==> config.mk <==
export PLATFORM = sky130hd
export DESIGN_NAME = serial_bus_sequencer
export DESIGN_NICKNAME = d
export VERILOG_FILES = /design/src/rtl/serial_bus_pkg.sv /design/src/rtl/serial_bus_sequencer_rr_arbiter2.sv /design/src/rtl/serial_bus_sequencer.sv
export SDC_FILE = /design/constraint.sdc
export NUM_CORES = 1
export LEC_CHECK = 0
export BUFFER_PORTS_ARGS = -buffer_cell sky130_fd_sc_hd__buf_4
export CAP_MARGIN = 20
export CORE_MARGIN = 5
export CORE_UTILIZATION = 52
export DETAILED_ROUTE_END_ITERATION = 7
export PLACE_DENSITY = 0.76
export SLEW_MARGIN = 10
export SYNTH_ARGS = -nofsm -noshare
export SYNTH_HDL_FRONTEND = slang
export SYNTH_HIERARCHICAL = 1
export SYNTH_SLANG_ARGS = --single-unit
==> constraint.sdc <==
create_clock -name clk -period 2.9 [get_ports clk]
set_input_delay 0.29 -clock clk [delete_from_list [all_inputs] [get_ports clk]]
set_output_delay 0.29 -clock clk [all_outputs]
set_load 0.005 [all_outputs]
==> src/rtl/serial_bus_pkg.sv <==
// Shared types and constants for the serial bus sequencer.
// FSM states, beat counts and the latched transaction bundle.
package serial_bus_pkg;

  localparam int LANE_W     = 8;
  localparam int ADDR_BEATS = 4;
  localparam int DATA_BEATS = 4;
  localparam int CMD_WRITE  = 0;

  typedef enum logic [2:0] {
    S_IDLE,
    S_ADDR,
    S_CMD,
    S_WAIT,
    S_DATA,
    S_DONE
  } state_t;

  typedef struct packed {
    logic        id;
    logic        we;
    logic [31:0] addr;
    logic [31:0] wdata;
  } txn_t;

endpackage

==> src/rtl/serial_bus_sequencer_rr_arbiter2.sv <==
// Two-way round-robin arbiter with last-granted pointer.
// Pointer resets to requester 1 so requester 0 wins the first tie.
module rr_arbiter2 (
  input  logic clk,
  input  logic rst_n,
  input  logic req0,
  input  logic req1,
  input  logic take,
  output logic gnt,
  output logic gnt_id
);

  logic last;

  // Sole requester wins; on a tie the one not granted last wins
  always_comb begin
    gnt    = req0 | req1;
    gnt_id = (req0 & req1) ? ~last : req1;
  end

  // Remember who was granted when the grant is consumed
  always_ff @(posedge clk or negedge rst_n) begin
    if (!rst_n)
      last <= 1'b1;
    else if (take && gnt)
      last <= gnt_id;
  end

endmodule

==> src/rtl/serial_bus_sequencer.sv <==
// Serial bus sequencer: arbitrates two requesters and runs
// ADDR/CMD/WAIT/DATA/DONE beats over byte-wide pad lanes.
module serial_bus_sequencer
  import serial_bus_pkg::*;
#(
  parameter int WAIT_CYCLES = 0
) (
  input  logic        clk,
  input  logic        rst_n,
  input  logic        req0,
  input  logic        req1,
  input  logic        we0,
  input  logic        we1,
  input  logic [31:0] addr0,
  input  logic [31:0] addr1,
  input  logic [31:0] wdata0,
  input  logic [31:0] wdata1,
  output logic        ack0,
  output logic        ack1,
  output logic [31:0] rdata,
  output logic [7:0]  pad_ctl,
  output logic [7:0]  pad_dout,
  output logic [7:0]  pad_oe,
  input  logic [7:0]  pad_din,
  output logic        busy
);

  localparam logic [2:0] ADDR_LAST = 3'(ADDR_BEATS - 1);
  localparam logic [2:0] DATA_LAST = 3'(DATA_BEATS - 1);
  localparam logic [2:0] WAIT_LAST =
    (WAIT_CYCLES > 0) ? 3'(WAIT_CYCLES - 1) : 3'd0;

  state_t      state, state_n;
  logic [2:0]  beat, beat_n;
  txn_t        txn, txn_n;
  logic [23:0] rbuf;
  logic        gnt, gnt_id;

  logic [7:0]  ctl_n, dout_n, oe_n;
  logic        ack0_n, ack1_n, busy_n;

  rr_arbiter2 u_arb (
    .clk    (clk),
    .rst_n  (rst_n),
    .req0   (req0),
    .req1   (req1),
    .take   (state == S_IDLE),
    .gnt    (gnt),
    .gnt_id (gnt_id)
  );

  // Next state, beat counter and transaction latch
  always_comb begin
    state_n = state;
    beat_n  = beat;
    txn_n   = txn;
    unique case (state)
      S_IDLE: if (gnt) begin
        state_n     = S_ADDR;
        beat_n      = 3'd0;
        txn_n.id    = gnt_id;
        txn_n.we    = gnt_id ? we1 : we0;
        txn_n.addr  = gnt_id ? addr1 : addr0;
        txn_n.wdata = gnt_id ? wdata1 : wdata0;
      end
      S_ADDR: if (beat == ADDR_LAST) begin
        state_n = S_CMD;
        beat_n  = 3'd0;
      end else begin
        beat_n = beat + 3'd1;
      end
      S_CMD: begin
        beat_n  = 3'd0;
        state_n = (WAIT_CYCLES > 0) ? S_WAIT : S_DATA;
      end
      S_WAIT: if (beat == WAIT_LAST) begin
        state_n = S_DATA;
        beat_n  = 3'd0;
      end else begin
        beat_n = beat + 3'd1;
      end
      S_DATA: if (beat == DATA_LAST) begin
        state_n = S_DONE;
        beat_n  = 3'd0;
      end else begin
        beat_n = beat + 3'd1;
      end
      S_DONE: state_n = S_IDLE;
      default: begin
        state_n = S_IDLE;
        beat_n  = 3'd0;
      end
    endcase
  end

  // Outputs decoded from the upcoming state so they can be registered
  always_comb begin
    ctl_n  = '0;
    dout_n = '0;
    oe_n   = '0;
    ack0_n = 1'b0;
    ack1_n = 1'b0;
    busy_n = (state_n != S_IDLE);
    unique case (state_n)
      S_ADDR:
        ctl_n = txn_n.addr[{beat_n[1:0], 3'b000} +: LANE_W];
      S_CMD:
        ctl_n[CMD_WRITE] = txn_n.we;
      S_DATA: if (txn_n.we) begin
        dout_n = txn_n.wdata[{beat_n[1:0], 3'b000} +: LANE_W];
        oe_n   = '1;
      end
      S_DONE: begin
        ack0_n = ~txn_n.id;
        ack1_n = txn_n.id;
      end
      default: ;
    endcase
  end

  // State, transaction and registered outputs
  always_ff @(posedge clk or negedge rst_n) begin
    if (!rst_n) begin
      state    <= S_IDLE;
      beat     <= 3'd0;
      txn      <= '0;
      pad_ctl  <= '0;
      pad_dout <= '0;
      pad_oe   <= '0;
      ack0     <= 1'b0;
      ack1     <= 1'b0;
      busy     <= 1'b0;
    end else begin
      state    <= state_n;
      beat     <= beat_n;
      txn      <= txn_n;
      pad_ctl  <= ctl_n;
      pad_dout <= dout_n;
      pad_oe   <= oe_n;
      ack0     <= ack0_n;
      ack1     <= ack1_n;
      busy     <= busy_n;
    end
  end

  // Read bytes arrive LSB first; last beat lands straight in rdata
  always_ff @(posedge clk or negedge rst_n) begin
    if (!rst_n) begin
      rbuf  <= '0;
      rdata <= '0;
    end else if (state == S_DATA && !txn.we) begin
      if (beat == DATA_LAST)
        rdata <= {pad_din, rbuf};
      else
        rbuf <= {pad_din, rbuf[23:8]};
    end
  end

endmodule

==> flow_summary.ini, run 1 <==
[clock_tree]
path_clk_slew_ns = 0.06
clock-sinks = 149
cts_resized = 0
clkLatencyLatePin_ns = 0.42
root_buffer = clkbuf_16
cts_buffers = 17
cts_max_path_buffers = 2
tritoncts = built
cts_setup_buffers = 0
htree_levels = 4

[layout]
n_fill_cell = 957
nNetsFinal = 944
n_antenna_cell = 0
syn_to_final_growth_pct = 32.0
drive_above_1_share_pct = 38.3
fin_area_mm2 = 0.00906

[timing]
setup_ws_ns = 0.190
rsz0062_at_grt = no
worstMarginPinSlew_ns = 0.900
max_freq_ghz = 0.369
finalCriticalPeriod_ns = 2.71
finalHoldViolCount = 0
tns_ns = 0
drv_slew = 0
setup_violations = 0
period_share_pct = 93.5
skew_ns = 0.00809
slew_headroom_pct = 40.0
whs_ns = 0.0729

[route]
routed_wl_mm = 17.4
drcViolationCount = 0
wl_per_cell_um = 17.6
drt_pre_antenna_iters = 5
viasPerCell = 5.51
vias = 5435
antenna_left = 0
drt_iter0_markers = 323

[yosys]
synth_ff_type = dfrtp_1
synthCells = 615
netlist.top_cell.by_area = dfrtp_1
yosysMostFrequentCell = dfrtp_1
synth_cell_type_count = 48
synth.net_count = 761
yosysWarnings = 6
synth_edf_count = 0
synth_common_cells = dfrtp_1, a21oi_1, nor2_1
async_flop_share_pct = 100
ys_seq_area_share_pct = 54.3
synth.top_cell.area_share_pct = 53.9
avgSynthCellArea_um2 = 11.2
netlist_area_mm2 = 0.00687
synth_area_leaders = dfrtp_1, mux2i_1, mux2_2
synth_seq_cells = 149

[worst_setup_path]
worstPathMaxFanout = 24
endpoint_kind = flop
required_ns = 3.20
critPathSlowestCell = o22a_1
max_stage_delay_ns = 0.81
cp_cell_sequence = inv_1 > ha_1 > mux2i_1 > o22a_1 > nand3_1 > o211a_1 > a311o_1
critPathKind = reg -> reg
crit_path_start_kind = flop
arrival_ns = 3.01

[grt]
grt.total_usage_pct = 22.5
grt_pass1_vias = 5770
antenna_found_initial = 0
grt_start_max_net_pins = 96
gr-total-overflow = 0
grt_pass1_wl_mm = 28.5

[place]
placed_cell_area_mm2 = 0.00849
dp_slack_ns = 0.139
gp_congestion = 0.904
place_hpwl_mm = 12.4
portBuffers = 200

[power]
swShare_pct = 37.3
p_int_uw = 5810
power_density_mw_per_mm2 = 1020
p_clk_share_pct = 22.2
p_leak_uw = 0.00425
combPwrFrac_pct = 39.3
peakVddDrop_uv = 657
power_frac_seq_pct = 38.6
netSwitchingPower_uw = 3460

[hold_path]
worstHoldPathType = in -> reg

[die]
chipHeight_um = 125
ioPinCount = 201
start_util_pct = 52.5
core_area_mm2 = 0.0131
dieArea_mm2 = 0.0156
rows = 42
die_w_um = 125

[job]
drv_cap = 0

[outcome]
status = finished, final reports clean
## placed cells by master (no fill, tap or decap), types with 3 or more instances in the layout
cell	synthesis	routed
o32ai_1	8	8
clkinv_2	0	3
nor2_1	79	78
nand3_1	10	10
dfrtp_1	148	148
a21oi_1	91	91
inv_6	0	6
mux2i_1	67	67
o21ai_0	15	15
ha_1	4	4
buf_4	9	207
buf_12	0	4
nand2_1	20	20
nor3_1	16	16
mux2_2	56	56
nand2b_1	4	4
clkbuf_16	0	17
a32o_1	7	7
inv_1	6	6
## layer usage
metal | up-vias | global-route usage (%) | routed length [um]
met5 | - | 0 | 0
met4 | 0 | 8.29 | 393
met3 | 27 | 6.17 | 1010
met2 | 178 | 38.0 | 8980
met1 | 2683 | 27.9 | 6970
li1 | 2547 | - | -
## registers in the layout, indices dropped and copies added, names as in the netlist
| register | cells |
|---|---|
| rdata | 32 |
| beat | 3 |
| pad_oe | 1 |
| state | 3 |
| ack1 | 1 |
| pad_ctl | 8 |
| u_arb/last | 1 |
| pad_dout | 8 |
| ack0 | 1 |
| busy | 1 |
| txn | 66 |
| rbuf | 24 |
## power groups by stage
| stage | clock network [uW] | logic (uW) | registers [uW] |
|---|---|---|---|
| final | 2060 | 3640 | 3570 |
| after global routing | 2190 | 4060 | 3670 |
| after detailed placement | 0 | 3590 | 3580 |
| after floorplan | 0 | 2500 | 3370 |
| after global placement | 0 | 3410 | 3550 |
| after CTS | 2090 | 3610 | 3570 |
## cell type report
class	instances	area [um2]	area share, %
Sequential cell	149	3730	41.2
Multi-Input combinational cell	410	2880	31.7
Timing Repair Buffer	213	1660	18.3
Clock buffer	18	439	4.85
Tap cell	176	220	2.43
Clock inverter	14	115	1.27
Inverter	7	26.3	0.290
## repair_timing
action,4_1_cts,5_1_grt
hold buffers,1,0
endpoints found under the hold margin,76,0
setup endpoints to repair,0,9
## worst paths after layout
kind,startpoint,end,slack [ns],depth (start not counted)
setup / recovery,beat[0],pad_ctl[0],0.19,7
hold / removal,req0,u_arb/last,0.07,2
setup reg to reg,beat[0],pad_ctl[0],0.19,7
hold reg to reg,rbuf[6],rdata[6],0.50,1
max in group asynchronous,rst_n,u_arb/last,1.66,3
min in group asynchronous,rst_n,txn[19],0.46,2
## critical path, delay by kind of cell, from the launching register on
family                   cells  cell delay [ns]
adder cells (fa/ha/maj)      1             0.33
multiplexers                 1             0.29
buffers and inverters        1             0.09
flip-flops                   1             0.43
AND/OR/NAND/NOR              1             0.17
AO/OA/AOI/OAI                3             1.28
## stage by stage
stage                     cells  total power [uW]  utilization (%)
after detailed placement    953              7170             64.9
final                       987              9270             69.3
after CTS                   986              9270             69.2
after floorplan             615              5870                -
after global routing        987              9920             69.3
after global placement      953              6960             64.9
## cells by family (layout without fill, tap and decap cells)
kind of cell             Yosys count  count (layout)  synth area share, %
AO/OA/AOI/OAI                    137             137                 11.9
XOR/XNOR                           1               1                0.128
adder cells (fa/ha/maj)            4               4                0.729
buffers and inverters             57             252                 4.21
flip-flops                       149             149                 54.3
multiplexers                     123             123                 19.0
AND/OR/NAND/NOR                  144             145                 9.77
Power figures use the tool's default switching activity.
==> inputs of run 2 (changes only) <==
--- a/config.mk
+++ b/config.mk
@@ -7,8 +7,10 @@
 export LEC_CHECK = 0
 export BUFFER_PORTS_ARGS = -buffer_cell sky130_fd_sc_hd__buf_4
 export CAP_MARGIN = 20
+export CELL_PAD_IN_SITES_DETAIL_PLACEMENT = 0
+export CELL_PAD_IN_SITES_GLOBAL_PLACEMENT = 1
 export CORE_MARGIN = 5
-export CORE_UTILIZATION = 52
+export CORE_UTILIZATION = 40
 export DETAILED_ROUTE_END_ITERATION = 7
 export PLACE_DENSITY = 0.76
 export SLEW_MARGIN = 10
==> flow_summary.ini, run 2 (synthesized netlist as in run 1, its figures left out) <==
[route]
routed_wl_mm = 17.7
drt_pre_antenna_iters = 5
wl_per_cell_um = 17.0
drt_iter0_markers = 258
antenna_left = 0
viasPerCell = 5.13
drcViolationCount = 0
vias = 5335

[worst_setup_path]
required_ns = 3.26
worstPathMaxFanout = 13
endpoint_kind = flop
critPathKind = reg -> reg
arrival_ns = 2.95
ff2ff_path_depth = 8
cp_cell_sequence = inv_1 > ha_1 > mux2i_1 > o22ai_4 > nor2_4 > clkinv_1 > a211oi_1 > a311o_1
r2r-end = pad_ctl[0]
max_stage_delay_ns = 0.41
r2r_start = beat[0]
critPathSlowestCell = dfrtp_1
crit_path_start_kind = flop
rrSetupSlack_ns = 0.31
cp-startpoint = beat[0]

[power]
p_leak_uw = 0.00429
peakVddDrop_uv = 657
power_density_mw_per_mm2 = 1030

[timing]
finalCriticalPeriod_ns = 2.59
finalHoldViolCount = 0
drv_slew = 0
max_freq_ghz = 0.386
skew_ns = 0.0108
setup_ws_ns = 0.309
period_share_pct = 89.3
worstMarginPinSlew_ns = 0.846
whs_ns = 0.0564
setup_violations = 0
tns_ns = 0
rsz0062_at_grt = no
slew_headroom_pct = 43.4

[die]
ioPinCount = 201
rows = 48
chipHeight_um = 141
core_area_mm2 = 0.0171
die_w_um = 141
start_util_pct = 40.3
dieArea_mm2 = 0.0199

[hold_path]
hold_depth = 2
worstHoldPathType = in -> reg
hp-start = req0
hold_end = u_arb/last

[layout]
largest_register_ffs = 66
layout_common_cells = buf_4, dfrtp_1, a21oi_1, nor2_1, mux2i_1
drive_above_1_share_pct = 38.7
finalNonFillerCells = 1040
final_common_cell = buf_4
largest-register = txn
nNetsFinal = 948
final_util_pct = 54.0
syn_to_final_growth_pct = 34.1
n_antenna_cell = 0
top_regs = txn (66), rdata (32), rbuf (24)

[job]
drv_cap = 0

[place]
portBuffers = 200
gp_congestion = 0.845
placed_cells = 1006
dp_slack_ns = 0.109
place_hpwl_mm = 13.1

[clock_tree]
cts_setup_buffers = 0
cts_resized = 0
root_buffer = clkbuf_16
cts_buffers = 17
clkLatencyLatePin_ns = 0.43
htree_levels = 4
clock-sinks = 149
path_clk_slew_ns = 0.06
tritoncts = built
cts_max_path_buffers = 2

[grt]
grt.total_usage_pct = 17.9
antenna_found_initial = 0
gr-total-overflow = 0
grt_pass1_wl_mm = 28.2
grt_start_max_net_pins = 68
grt_pass1_vias = 5525

[outcome]
status = finished, final reports clean
## run 2: cell count changes in the layout (fill, tap and decap cells not counted)
cell,previous run,this run
bufinv_16,0,2
inv_6,6,4
clkinvlp_4,1,2
clkinv_2,3,1
clkinv_4,2,1
buf_4,207,211
clkinv_8,0,1
inv_8,2,4
clkbuf_8,1,0
## run 2: where the power goes
part	switching, uW	internal [uW]	total [uW]
combinational	1950	1710	3660
sequential	575	2980	3560
clock	951	1310	2260
total	3480	6000	9470
## run 2: worst max-delay path: cells and delay by family (launching register included)
kind / cells / cell delay [ns]
buf+inv: 2 / 0.47
fa+ha+maj: 1 / 0.32
simple gates: 1 / 0.37
flops: 1 / 0.41
mux: 1 / 0.27
compound gates: 3 / 0.68
## run 2: what timing repair did
item	CTS	global route
endpoints found under the hold margin	30	0
endpoints found under the setup margin	0	9
hold buffers	1	0
## run 2: area by class of cell
type	instances	area, um2
Fill cell	1558	7850
Sequential cell	149	3730
Multi-Input combinational cell	410	2880
Timing Repair Buffer	217	1690
Clock buffer	17	425
Tap cell	225	282
Clock inverter	15	185
Inverter	7	26.3
## run 2: through the flow
| stage | area [um2] | power [uW] |
|---|---|---|
| after floorplan | 6870 | 5870 |
| after global placement | 8580 | 7060 |
| after detailed placement | 8580 | 7200 |
| after CTS | 9200 | 9510 |
| after global routing | 9210 | 10100 |
| final | 9210 | 9470 |
## run 2: metal layers
| layer | GRT usage, % | vias to the layer above | wire length (um) |
|---|---|---|---|
| li1 | - | 2566 | - |
| met1 | 22.8 | 2574 | 7390 |
| met2 | 30.0 | 169 | 9030 |
| met3 | 4.07 | 26 | 999 |
| met4 | 6.68 | 0 | 299 |
| met5 | 0 | - | 0 |
## run 2: how the worst max path moves through the flow
stage            endpoint
6_report       pad_ctl[0]
5_1_grt        pad_ctl[0]
4_1_cts        pad_ctl[0]
3_5_place_dp   pad_ctl[0]
3_3_place_gp   pad_ctl[0]
2_1_floorplan  pad_ctl[0]
==> inputs of run 3 (changes only) <==
--- a/config.mk
+++ b/config.mk
@@ -9,7 +9,7 @@
 export CAP_MARGIN = 20
 export CELL_PAD_IN_SITES_DETAIL_PLACEMENT = 0
 export CELL_PAD_IN_SITES_GLOBAL_PLACEMENT = 1
-export CORE_MARGIN = 5
+export CORE_MARGIN = 2
 export CORE_UTILIZATION = 40
 export DETAILED_ROUTE_END_ITERATION = 7
 export PLACE_DENSITY = 0.76
==> flow_summary.ini, run 3 (synthesized netlist as in run 1, its figures left out) <==
[outcome]
status = finished, final reports clean

[die]
chipHeight_um = 135
start_util_pct = 41.1
dieArea_mm2 = 0.0182
ioPinCount = 201
die_w_um = 135
core_area_mm2 = 0.0167
rows = 47

[worst_setup_path]
worstPathMaxFanout = 18
critPathSlowestCell = dfrtp_1
critPathKind = reg -> reg
endpoint_kind = flop
crit_path_start_kind = flop
cp_top_family = flip-flops
arrival_ns = 2.94
cp_num_buf_inv = 1
required_ns = 3.18
cp_cell_sequence = mux2i_1 > o22ai_4 > nor2_4 > clkinv_1 > nor3_1 > o32ai_1
max_stage_delay_ns = 0.73

[power]
peakVddDrop_uv = 517
p_leak_uw = 0.00427
power_density_mw_per_mm2 = 1020

[layout]
largest-register = txn
n_antenna_cell = 0
largest_register_ffs = 66
final_util_pct = 54.9
syn_to_final_growth_pct = 33.5
finalNonFillerCells = 1035
n_fill_cell = 1470
final_common_cell = buf_4
multi_input_area_mm2 = 0.00288
nNetsFinal = 948
layout_common_cells = buf_4, dfrtp_1, a21oi_1, nor2_1, mux2i_1
top_regs = txn (66), rdata (32), rbuf (24)
seq_area_mm2 = 0.00373
drive_above_1_share_pct = 38.7

[grt]
antenna_found_initial = 0
grt_pass1_wl_mm = 27.6
gr-total-overflow = 0
grt_start_max_net_pins = 58
grt_pass1_vias = 5540
grt.total_usage_pct = 19.4

[timing]
setup_ws_ns = 0.236
finalHoldViolCount = 0
period_share_pct = 91.8
skew_ns = 0.0117
finalCriticalPeriod_ns = 2.66
rsz0062_at_grt = no
max_freq_ghz = 0.375
worstMarginPinSlew_ns = 0.803
setup_violations = 0
drv_slew = 0
slew_headroom_pct = 46.2
tns_ns = 0

[route]
wl_per_cell_um = 16.6
antenna_left = 0
routed_wl_mm = 17.1
vias = 5345
drcViolationCount = 0
viasPerCell = 5.16
drt_iter0_markers = 311
drt_pre_antenna_iters = 5

[place]
dp_slack_ns = 0.124
gp_congestion = 0.867
portBuffers = 200
placed_cells = 1001
place_hpwl_mm = 12.5

[hold_path]
worstHoldPathType = in -> reg

[clock_tree]
cts_max_path_buffers = 2
clkLatencyLatePin_ns = 0.42
tritoncts = built
htree_levels = 4
root_buffer = clkbuf_16
path_clk_slew_ns = 0.06
cts_resized = 0
cts_buffers = 17
clock-sinks = 149

[job]
drv_cap = 0
[run 3: layout make-up]
class / instances / share of cell area [%]
clock buffers: 17 / 4.64
inverters: 7 / 0.287
repair buffers: 217 / 18.3
clock inverters: 15 / 1.72
well taps: 220 / 3.00
flip-flops and latches: 149 / 40.7
multi-input cells: 410 / 31.4
[run 3: final timing paths]
path                          start          end  slack [ns]  cells past startpoint
setup / recovery           state[0]  pad_dout[6]        0.24                      6
hold / removal                 req0   u_arb/last        0.06                      2
setup reg to reg           state[0]  pad_dout[6]        0.24                      6
hold reg to reg             txn[65]      txn[65]        0.50                      2
max in group asynchronous     rst_n       txn[5]        1.54                      3
min in group asynchronous     rst_n      txn[17]        0.38                      2
[run 3: repair_timing]
action	in CTS	in global routing
hold endpoints to repair	55	0
setup endpoints to repair	0	9
hold buffers	1	0
buffers inserted	0	0
[run 3: stage by stage]
stage	hold WS, ns	area [um2]	power, uW
after CTS	0.0394	9160	9380
after global routing	0.0457	9160	10000
after floorplan	-0.00559	6870	5870
after detailed placement	0.275	8560	7210
final	0.0579	9160	9360
after global placement	0.276	8560	7060
[run 3: power by group]
part	internal, uW	switching, uW	total, uW	leakage (uW)
Sequential	2980	613	3600	0.00177
Combinational	1710	1930	3650	0.00222
Clock	1150	961	2110	0.000277
[run 3: routing by layer]
| metal | global-route usage, % | share of wire, % | vias to the layer above |
|---|---|---|---|
| li1 | - | - | 2559 |
| met1 | 24.5 | 42 | 2600 |
| met2 | 33.2 | 51 | 166 |
| met3 | 5.03 | 5.2 | 20 |
| met4 | 5.15 | 1.3 | 0 |
| met5 | 0 | 0 | - |
[run 3: worst reg2reg max path: cells and delay by family, from the launching register on]
kind / cells / cell delay [ns]
compound gates: 2 / 0.32
buf+inv: 1 / 0.40
flops: 1 / 0.73
mux: 1 / 0.43
simple gates: 2 / 0.66
